===== src/rtl/lfsr_pkg.sv =====
// Shared types and constants for the LFSR encrypt/decrypt pipeline.
package lfsr_pkg;

  localparam int         ENC_BASE_ADDR = 64;
  localparam int         NUM_CAND      = 6;
  localparam logic [7:0] PREAMBLE      = 8'h5F;
  localparam logic [1:0] PRE_HI        = 2'b01;
  localparam logic [5:0] SEED_MASK     = 6'h1F;

  localparam logic [5:0] CAND_TAPS [0:NUM_CAND-1] = '{
    6'h21, 6'h2D, 6'h30, 6'h33, 6'h36, 6'h39
  };

  typedef enum logic [3:0] {
    ST_IDLE,
    ST_SEED,
    ST_LOAD,
    ST_CHECK,
    ST_REWIND,
    ST_SKIP,
    ST_COPY,
    ST_DONE,
    ST_FAIL
  } state_t;

  // One LFSR advance: shift left, parity of the tapped bits enters at bit 0.
  function automatic logic [5:0] lfsr_next(input logic [5:0] s, input logic [5:0] taps);
    return {s[4:0], ^(s & taps)};
  endfunction

endpackage


===== src/rtl/lfsr_decrypt_if.sv =====
// dat_mem port bundle shared by the encrypt and decrypt stages.
interface lfsr_decrypt_if;
  logic [7:0] data_out;
  logic [7:0] raddr;
  logic [7:0] waddr;
  logic [7:0] data_in;
  logic       write_en;

  modport master (
    input  data_out,
    output raddr,
    output waddr,
    output data_in,
    output write_en
  );

  modport slave (
    output data_out,
    input  raddr,
    input  waddr,
    input  data_in,
    input  write_en
  );
endinterface


===== src/rtl/lfsr6.sv =====
// 6-bit Fibonacci-style LFSR with loadable taps and state.
module lfsr6
  import lfsr_pkg::*;
(
  input  logic       clk,
  input  logic       en,
  input  logic       init,
  input  logic [5:0] taps,
  input  logic [5:0] start,
  output logic [5:0] state
);

  logic [5:0] taps_r;

  // init wins over en so a reload never also advances.
  always_ff @(posedge clk) begin
    if (init) begin
      taps_r <= taps;
      state  <= start;
    end else if (en) begin
      state <= lfsr_next(state, taps_r);
    end
  end

endmodule


===== src/rtl/lfsr_decrypt.sv =====
// Recovers the LFSR taps from the '_' preamble, then writes the decoded plaintext to dat_mem[0..].
module lfsr_decrypt
  import lfsr_pkg::*;
#(
  parameter int ENC_BASE  = ENC_BASE_ADDR,
  parameter int ENC_LEN   = 64,
  parameter int CHECK_LEN = 6
)
(
  input  logic                  clk,
  input  logic                  init_n,
  input  logic                  start,
  lfsr_decrypt_if.master        mem,
  output logic                  busy,
  output logic                  done,
  output logic                  fail,
  output logic [5:0]            taps_found,
  output state_t                dbg_state
);

  localparam int RD_W = $clog2(ENC_LEN);
  localparam int K_W  = $clog2(CHECK_LEN + 1);

  // Handshake: start is a one-cycle request honoured only in IDLE/DONE/FAIL;
  // busy covers SEED..COPY; done (and fail) hold until the next accepted start.
  state_t          state_r, state_nx;
  logic [2:0]      cand;
  logic [K_W-1:0]  k;
  logic [RD_W-1:0] rd, wr;
  logic [5:0]      seed;
  logic [5:0]      lfsr_q;
  logic [5:0]      lfsr_pred;
  logic [7:0]      decoded;
  logic            check_ok, rd_last, k_last, cand_last;
  logic            lfsr_en, lfsr_init;

  lfsr6 u_lfsr (
    .clk   (clk),
    .en    (lfsr_en),
    .init  (lfsr_init),
    .taps  (CAND_TAPS[cand]),
    .start (seed),
    .state (lfsr_q)
  );

  assign decoded   = mem.data_out ^ {2'b00, lfsr_q};
  assign lfsr_pred = lfsr_next(lfsr_q, CAND_TAPS[cand]);
  assign check_ok  = (mem.data_out[7:6] == PRE_HI) &&
                     ((mem.data_out[5:0] ^ SEED_MASK) == lfsr_pred);
  assign rd_last   = (rd == RD_W'(ENC_LEN - 1));
  assign k_last    = (k == K_W'(CHECK_LEN));
  assign cand_last = (cand == 3'(NUM_CAND - 1));

  assign busy      = !(state_r inside {ST_IDLE, ST_DONE, ST_FAIL});
  assign done      = (state_r == ST_DONE) || (state_r == ST_FAIL);
  assign fail      = (state_r == ST_FAIL);
  assign dbg_state = state_r;

  always_comb begin
    state_nx     = state_r;
    mem.raddr    = 8'h00;
    mem.waddr    = 8'h00;
    mem.data_in  = 8'h00;
    mem.write_en = 1'b0;
    lfsr_en      = 1'b0;
    lfsr_init    = 1'b0;
    case (state_r)
      ST_IDLE, ST_DONE, ST_FAIL: begin
        if (start) state_nx = ST_SEED;
      end
      ST_SEED: begin
        mem.raddr = 8'(ENC_BASE);
        state_nx  = ST_LOAD;
      end
      ST_LOAD: begin
        lfsr_init = 1'b1;
        state_nx  = ST_CHECK;
      end
      ST_CHECK: begin
        mem.raddr = 8'(ENC_BASE) + 8'(k);
        lfsr_en   = 1'b1;
        if (!check_ok)   state_nx = cand_last ? ST_FAIL : ST_LOAD;
        else if (k_last) state_nx = ST_REWIND;
      end
      ST_REWIND: begin
        lfsr_init = 1'b1;
        state_nx  = ST_SKIP;
      end
      ST_SKIP: begin
        mem.raddr = 8'(ENC_BASE) + 8'(rd);
        lfsr_en   = 1'b1;
        // First non-preamble byte is already plaintext: write it on the way out.
        if (decoded != PREAMBLE) begin
          mem.write_en = 1'b1;
          mem.waddr    = 8'(wr);
          mem.data_in  = decoded;
          state_nx     = rd_last ? ST_DONE : ST_COPY;
        end else if (rd_last) begin
          state_nx = ST_DONE;
        end
      end
      ST_COPY: begin
        mem.raddr    = 8'(ENC_BASE) + 8'(rd);
        mem.write_en = 1'b1;
        mem.waddr    = 8'(wr);
        mem.data_in  = decoded;
        lfsr_en      = 1'b1;
        if (rd_last) state_nx = ST_DONE;
      end
      default: state_nx = ST_IDLE;
    endcase
  end

  always_ff @(posedge clk) begin
    if (!init_n) begin
      state_r    <= ST_IDLE;
      cand       <= 3'd0;
      k          <= '0;
      rd         <= '0;
      wr         <= '0;
      seed       <= 6'h00;
      taps_found <= 6'h00;
    end else begin
      state_r <= state_nx;
      case (state_r)
        ST_SEED: begin
          seed <= mem.data_out[5:0] ^ SEED_MASK;
          cand <= 3'd0;
        end
        ST_LOAD: k <= K_W'(1);
        ST_CHECK: begin
          if (check_ok)        k    <= k + K_W'(1);
          else if (!cand_last) cand <= cand + 3'd1;
        end
        ST_REWIND: begin
          taps_found <= CAND_TAPS[cand];
          rd         <= '0;
          wr         <= '0;
        end
        ST_SKIP: begin
          rd <= rd + RD_W'(1);
          if (decoded != PREAMBLE) wr <= wr + RD_W'(1);
        end
        ST_COPY: begin
          rd <= rd + RD_W'(1);
          wr <= wr + RD_W'(1);
        end
        default: ;
      endcase
    end
  end

endmodule


===== src/flat_wrapper.sv =====
// flat-port wrapper written by rule: the top's interface ports become plain ports
module lfsr_decrypt_flat import lfsr_pkg::*;
#(
  parameter int ENC_BASE  = ENC_BASE_ADDR,
  parameter int ENC_LEN   = 64,
  parameter int CHECK_LEN = 6
)
  (clk, init_n, start, busy, done, fail, taps_found, dbg_state, mem_data_out, mem_raddr, mem_waddr, mem_data_in, mem_write_en);
  lfsr_decrypt_if mem_i ();
  input  logic clk;
  input  logic init_n;
  input  logic start;
  output logic busy;
  output logic done;
  output logic fail;
  output logic [5:0] taps_found;
  output state_t dbg_state;
  input wire logic [$bits(mem_i.data_out)-1:0] mem_data_out;
  output wire logic [$bits(mem_i.raddr)-1:0] mem_raddr;
  output wire logic [$bits(mem_i.waddr)-1:0] mem_waddr;
  output wire logic [$bits(mem_i.data_in)-1:0] mem_data_in;
  output wire logic [$bits(mem_i.write_en)-1:0] mem_write_en;
  assign mem_i.data_out = mem_data_out;
  assign mem_raddr = mem_i.raddr;
  assign mem_waddr = mem_i.waddr;
  assign mem_data_in = mem_i.data_in;
  assign mem_write_en = mem_i.write_en;
  lfsr_decrypt #(.ENC_BASE(ENC_BASE), .ENC_LEN(ENC_LEN), .CHECK_LEN(CHECK_LEN)) u_core (.clk(clk), .init_n(init_n), .start(start), .mem(mem_i), .busy(busy), .done(done), .fail(fail), .taps_found(taps_found), .dbg_state(dbg_state));
endmodule

===== config.mk =====
export PLATFORM = sky130hd
export DESIGN_NAME = lfsr_decrypt_flat
export DESIGN_NICKNAME = d
export VERILOG_FILES = /design/src/rtl/lfsr_pkg.sv /design/src/rtl/lfsr_decrypt_if.sv /design/src/rtl/lfsr6.sv /design/src/rtl/lfsr_decrypt.sv /design/src/flat_wrapper.sv
export SDC_FILE = /design/constraint.sdc
export NUM_CORES = 1
export LEC_CHECK = 0
export CAP_MARGIN = 0
export CORE_ASPECT_RATIO = 2
export CORE_MARGIN = 1
export CORE_UTILIZATION = 42
export DETAILED_ROUTE_END_ITERATION = 12
export GPL_ROUTABILITY_DRIVEN = 0
export GPL_TIMING_DRIVEN = 0
export PLACE_DENSITY = 0.63
export REMOVE_ABC_BUFFERS = 1
export SETUP_SLACK_MARGIN = 0.02
export SLEW_MARGIN = 20
export SYNTH_ARGS = -nofsm -noshare
export SYNTH_HDL_FRONTEND = slang
export SYNTH_SLANG_ARGS = --single-unit

===== constraint.sdc =====
create_clock -name clk -period 3.75 [get_ports clk]
set_clock_uncertainty 0.15 [all_clocks]
set_input_delay 0.375 -clock clk [delete_from_list [all_inputs] [get_ports clk]]
set_output_delay 0.375 -clock clk [all_outputs]
set_load 0.02 [all_outputs]

==> results of run 1 <==
[worst reg2reg max path, stage by stage, from the launching register on]
cell	delay [ns]
dfxtp_1	0.53
ha_1	0.29
nor2b_1	0.25
a22oi_1	0.14
xnor2_1	0.17
xnor2_1	0.73
o32a_1	0.39
mux2i_1	0.19
[final timing paths]
path	from	end	slack [ns]	depth (start not counted)
worst max register to register	u_core.cand[0]$_SDFFE_PN0P_	u_core.dbg_state[0]$_SDFFE_PN0P_	0.85	7
worst min-delay path	u_core.seed[5]$_SDFFE_PN0P_	u_core.seed[5]$_SDFFE_PN0P_	0.32	2
worst max-delay path	mem_data_out[5]	mem_data_in[6]	0.48	7
worst min register to register	u_core.seed[5]$_SDFFE_PN0P_	u_core.seed[5]$_SDFFE_PN0P_	0.32	2
[cell usage after synthesis (9+ instances only)]
cell type	instances	area [sq um]
dfxtp_1	34	680.7
nand2b_1	9	56.30
nor2_1	12	45.04
o21ai_0	11	55.05
nor2b_1	20	125.1
and2_1	16	100.1
nand2_1	32	120.1
xnor2_1	22	192.7
clkbuf_1	14	52.55
mux2i_1	9	90.09
edfxtp_1	11	330.3
[metrics by stage]
| step | cells | util, % | power, W | instance area (sq um) |
|---|---|---|---|---|
| 2_1_floorplan | 286 | - | 0.001469 | 2620 |
| 3_3_place_gp | 417 | 50.78 | 0.001762 | 3178 |
| 3_5_place_dp | 417 | 50.70 | 0.001778 | 3173 |
| 4_1_cts | 425 | 53.30 | 0.002267 | 3336 |
| 5_1_grt | 425 | 53.50 | 0.002388 | 3348 |
| 6_report | 425 | 53.50 | 0.002255 | 3348 |
[cells by family after synthesis]
kind of cell / share of synthesized area [%]
multiplexers: 5.817
AO/OA/AOI/OAI: 17.27
flip-flops: 37.30
other: 0.1384
XOR/XNOR: 9.049
buffers and inverters: 4.709
adder cells (fa/ha/maj): 3.232
AND/OR/NAND/NOR: 22.48
[routing by layer]
| metal | routed length, um | vias to the layer above | GRT usage, % | share of wire (%) |
|---|---|---|---|---|
| met5 | 0 | - | 0 | 0 |
| met4 | 244 | 0 | 11.75 | 3.9 |
| met3 | 160 | 15 | 4.018 | 2.6 |
| met2 | 3354 | 49 | 34.62 | 54 |
| met1 | 2447 | 1044 | 19.76 | 39 |
| li1 | - | 1123 | - | - |
[where the power goes]
group          internal [W]  switching, W  leakage (nW)
Sequential         0.000650      0.000166         0.378
Combinational      0.000430      0.000529         0.784
Clock              0.000289      0.000192        0.0792
[registers in the layout (all words and copies together) (netlist names)]
name	flops
u_core.k	3
u_core.cand	3
u_core.rd	6
u_core.dbg_state	4
u_core.seed	6
u_core.taps_found	6
u_core.u_lfsr.state	6
u_core.u_lfsr.taps_r	5
u_core.wr	6
[layout make-up]
type / count / share of cell area, %
clock buffers: 7 / 4.596
clock inverters: 1 / 0.2616
inverters: 8 / 0.8969
multi-input cells: 233 / 47.53
flip-flops and latches: 45 / 30.19
well taps: 86 / 3.214
repair buffers: 45 / 13.30
==> results.md, run 1 <==
- Status: finished, final reports clean
- Crit-path slowest cell: clkdlybuf4s50_1
- Highest clock rate: slightly above 0.3 GHz
- Most used cell, CP: clkdlybuf4s50_1
- Via count: ~2200
- WL per Instance: roughly 15 um
- Pwr dens: 673.5 nW/um^2
- Register area: between 1000 and 1500 sq um
- Number of global-route vias before repair: about 2000
- Overflow after GRT: 0
- Min cycle time layout: 3.267 ns
- Max Buffers Root-to-Sink: 2
- Core Region: between 6000 and 7000 sq um
- Leak: about 1.2 nW
- Post-Syn Area per Cell: around 8.9 sq um
- DRC: 0
- DRT iter0 DRCs: 71
- TritonCTS clock tree: done
- Antenna Cells: 0
- Slew Limit Fails: 0
- I/O pin total: slightly below 50
- Endpoint class of the critical path: output port
- Top delay family on crit path: buffers and inverters
- Row cnt: 41
- Final worst slack: between 0.4 and 0.5 ns
- Clock sinks: between 40 and 50
- CP Class: in -> out
- Worst Max-Slew Pin Slew: ~0.91 ns
- CP Max Fanout: 15
- Most common cell after layout, fill and taps aside: clkdlybuf4s50_1
- Drt via density: 5.249
- Hold Slack: about 0.32 ns
- Fin. Hold Viols: 0
- Global-route wire length before repair: between 9 and 10 mm
- Clock latency on the worst-skew pair: 0.29 ns
- Die W: 58.80 um
- Worst-path clk slew: roughly 0.06 ns
- CTS root buffer: clkbuf_16
- Warnings from Yosys: 0
- Part of the cycle the worst path needs: 87.11%
- Die area: between 6000 and 7000 sq um
- Buffers inserted by post-CTS timing repair: 0
- Commonest non-fill, non-tap cells in the layout: 44 x clkdlybuf4s50_1, 34 x dfxtp_1, 32 x nand2_1
- Max cap viols: 0
- Post-CTS Hold Fix Bufs: 0
- WP buf/inv: 2
- Min-Delay Path Class: reg -> reg
- Setup total negative slack: 0 ns
- ANT nets after route: 0
- RSZ-0062 raised after global routing: no
- Tot GR Track Use: 19.30%
- H-tree Lvls: 2
- Most used DFF post-synth: dfxtp_1
- Post_cts resized: 0
- Initial Utilization: 43.30%
- Setup violators final: 0
- Seq cells post-synth: between 40 and 50
- Startpoint Class: input port
- Place WS: approximately 0.18 ns
- Post-Synthesis Cell Area: 2710 sq um
- Post-synthesis sequential area ratio: a little under two fifths
- Largest net degree at the start of global routing: 36
- Rel. slew slack: just under 40%
- Peak VDD IR: ~420 uV
- CP peak stage delay: 0.53 ns
- WP data arrival: 2.74 ns
- Final layout net count: about 360
- Final wirelength: slightly above 6 mm
- Area of the multi-input gates: approximately 1600 sq um
- Post-synth EDFFs: 11
- Synth-to-layout area growth: 23.55%
- CP Cell Sequence: clkdlybuf4s50_1 > xnor2_1 > or4b_4 > o21ai_1 > a21oi_2 > and2_1 > clkdlybuf4s50_1
- Critical Path RT: between 3 and 4 ns
- Antenna violations before repair: 0
- Number of buffers created by CTS: 5
- Layout cells sized above 1: just under 7%
- DIE HEIGHT: 115.6 um
- Number of I/O port buffers: 45
- Fill cells: approximately 630
- Asr flop ratio synth: 0%
- Post-Syn Instances: 306
- First drt pass iteration count: 4
- Unique cell type count in the Yosys netlist: between 50 and 60
- Dpl hpwl: between 4 and 5 mm
Power figures use the tool's default switching activity.
==> run 2, diff against run 1 <==
Settings changed: SKIP_LAST_GASP set to 1.
==> results of run 2 <==
Same layout as run 1: the final DEF is identical, and so are final timing and power.
==> run 3, diff against run 2 <==
Settings changed: GPL_ROUTABILITY_DRIVEN 0 to not set, PLACE_DENSITY 0.63 to 0.74.
==> results.md, run 3 (synthesized netlist as in run 1, its figures left out) <==
- Status: finished, final reports clean
- Min-Delay Path Class: reg -> reg
- Die W: 58.80 um (unchanged)
- Highest clock rate: 0.2859 GHz (-6.6%)
- Post-CTS Hold Fix Bufs: 0 (unchanged)
- Rel. slew slack: 40.22% (+1.4 points)
- DRC: 0 (unchanged)
- WP data arrival: 2.97 ns (+0.23 ns)
- Antenna Cells: 0 (unchanged)
- Tot GR Track Use: 20.17% (+0.87 points)
- Routability cong.: between 0.8 and 0.9
- H-tree Lvls: 2 (unchanged)
- Commonest non-fill, non-tap cells in the layout: 44 x clkdlybuf4s50_1, 34 x dfxtp_1, 32 x nand2_1
- Crit-path slowest cell: a21oi_1
- Most used cell, CP: clkdlybuf4s50_1
- Largest net degree at the start of global routing: 36 (unchanged)
- RSZ-0062 raised after global routing: no
- Layout cells sized above 1: 6.195% (-0.59 points)
- WL per Instance: 14.90 um (+2.0%)
- DRT iter0 DRCs: 102 (+44%)
- Startpoint Class: input port
- Clock latency on the worst-skew pair: 0.29 ns (about the same)
- Slew Limit Fails: 0 (unchanged)
- Number of global-route vias before repair: 2211 (+8.6%)
- Min cycle time layout: 3.497 ns (+0.2305 ns)
- Setup violators final: 0 (unchanged)
- Final core utilization: 53.08% (-0.42 points)
- Clock sinks: 45 (unchanged)
- Number of I/O port buffers: 45 (unchanged)
- Number of buffers created by CTS: 5 (unchanged)
- Top delay family on crit path: buffers and inverters
- Critical Path RT: 3.22 ns (about the same)
- Endpoint class of the critical path: output port
- Peak VDD IR: 417.5 uV (-1.3%)
- WP buf/inv: 2 (unchanged)
- CTS root buffer: clkbuf_16
- Placed instance area: 3173 sq um (unchanged)
- Leak: 1.227 nW (-1.2%)
- Finished Cell Area: 3322 sq um (-0.78%)
- Die area: 6797 sq um (unchanged)
- TritonCTS clock tree: done
- Global-route wire length before repair: 10.40 mm (+7.2%)
- Drt via density: 5.376 (+2.4%)
- Core Region: 6259 sq um (unchanged)
- CP Cell Sequence: clkdlybuf4s50_1 > xnor2_1 > or3_1 > o21ai_1 > a21oi_1 > nor2b_1 > clkdlybuf4s50_1
- Max cap viols: 0 (unchanged)
- Dpl hpwl: 4.759 mm (+4.8%)
- Row cnt: 41 (unchanged)
- Pwr dens: 663.8 nW/um^2 (-1.4%)
- I/O pin total: 49 (unchanged)
- Fin. Hold Viols: 0 (unchanged)
- CP peak stage delay: 0.68 ns (+0.15 ns)
- Initial Utilization: 43.30% (unchanged)
- DIE HEIGHT: 115.6 um (unchanged)
- ANT nets after route: 0 (unchanged)
- Setup total negative slack: 0 ns (unchanged)
- Most common cell after layout, fill and taps aside: clkdlybuf4s50_1
- Worst-path clk slew: 0.06 ns (about the same)
- Part of the cycle the worst path needs: 93.26% (+6.1 points)
- Antenna violations before repair: 0 (unchanged)
- Max Buffers Root-to-Sink: 2 (unchanged)
- First drt pass iteration count: 5 (+1)
- Final wirelength: 6.331 mm (+2.0%)
- Overflow after GRT: 0 (unchanged)
- Synth-to-layout area growth: 22.58%
- Worst Max-Slew Pin Slew: 0.8903 ns (-0.02147 ns)
- CP Class: in -> out
- Final layout net count: 356 (unchanged)
- Via count: 2285 (+2.4%)
- CP Max Fanout: 15 (unchanged)
[run 3: cell type report]
type                            instances  area (sq um)
Sequential cell                        45          1011
Clock buffer                            7         132.6
Fill cell                             600          2937
Timing Repair Buffer                   45         445.4
Inverter                                8         30.03
Tap cell                               86         107.6
Multi-Input combinational cell        233          1588
Clock inverter                          1         7.507
[run 3: stage by stage]
step | setup WS (ns) | power, W | instances | hold slack [ns]
finish | 0.2528 | 0.002205 | 425 | 0.3158
global route | 0.04118 | 0.002355 | 425 | 0.3424
CTS | 0.1363 | 0.002215 | 425 | 0.3213
global placement | 0.2221 | 0.001753 | 417 | 0.3016
detailed placement | 0.2208 | 0.001785 | 417 | 0.3074
floorplan | 1.056 | 0.001469 | 286 | 0.2909
[run 3: worst paths after layout]
path,from,endpoint,slack (ns),cells after the start
worst max-delay path,mem_data_out[0],mem_data_in[3],0.25,7
worst min-delay path,u_core.taps_found[5]$_SDFFE_PN0P_,u_core.taps_found[5]$_SDFFE_PN0P_,0.32,1
worst max register to register,u_core.cand[0]$_SDFFE_PN0P_,u_core.dbg_state[0]$_SDFFE_PN0P_,0.88,7
worst min register to register,u_core.taps_found[5]$_SDFFE_PN0P_,u_core.taps_found[5]$_SDFFE_PN0P_,0.32,1
[run 3: repair_timing]
item | CTS | global route
setup endpoints to repair | 0 | 7
resized for setup | 0 | 1
setup buffers | 0 | 0
[run 3: metal layers]
layer / routed length [um] / share of wire (%) / up-vias / GRT usage (%)
li1: - / - / 1119 / -
met1: 2360 / 37 / 1107 / 20.55
met2: 3618 / 57 / 47 / 37.58
met3: 170 / 2.7 / 12 / 3.125
met4: 182 / 2.9 / 0 / 11.11
met5: 0 / 0 / - / 0
[run 3: power by group]
part           leakage (nW)  switching, W  total, W  internal (W)
combinational         0.784      0.000533  0.000962      0.000429
sequential            0.378      0.000169  0.000820      0.000651
clock                0.0641      0.000176  0.000423      0.000247
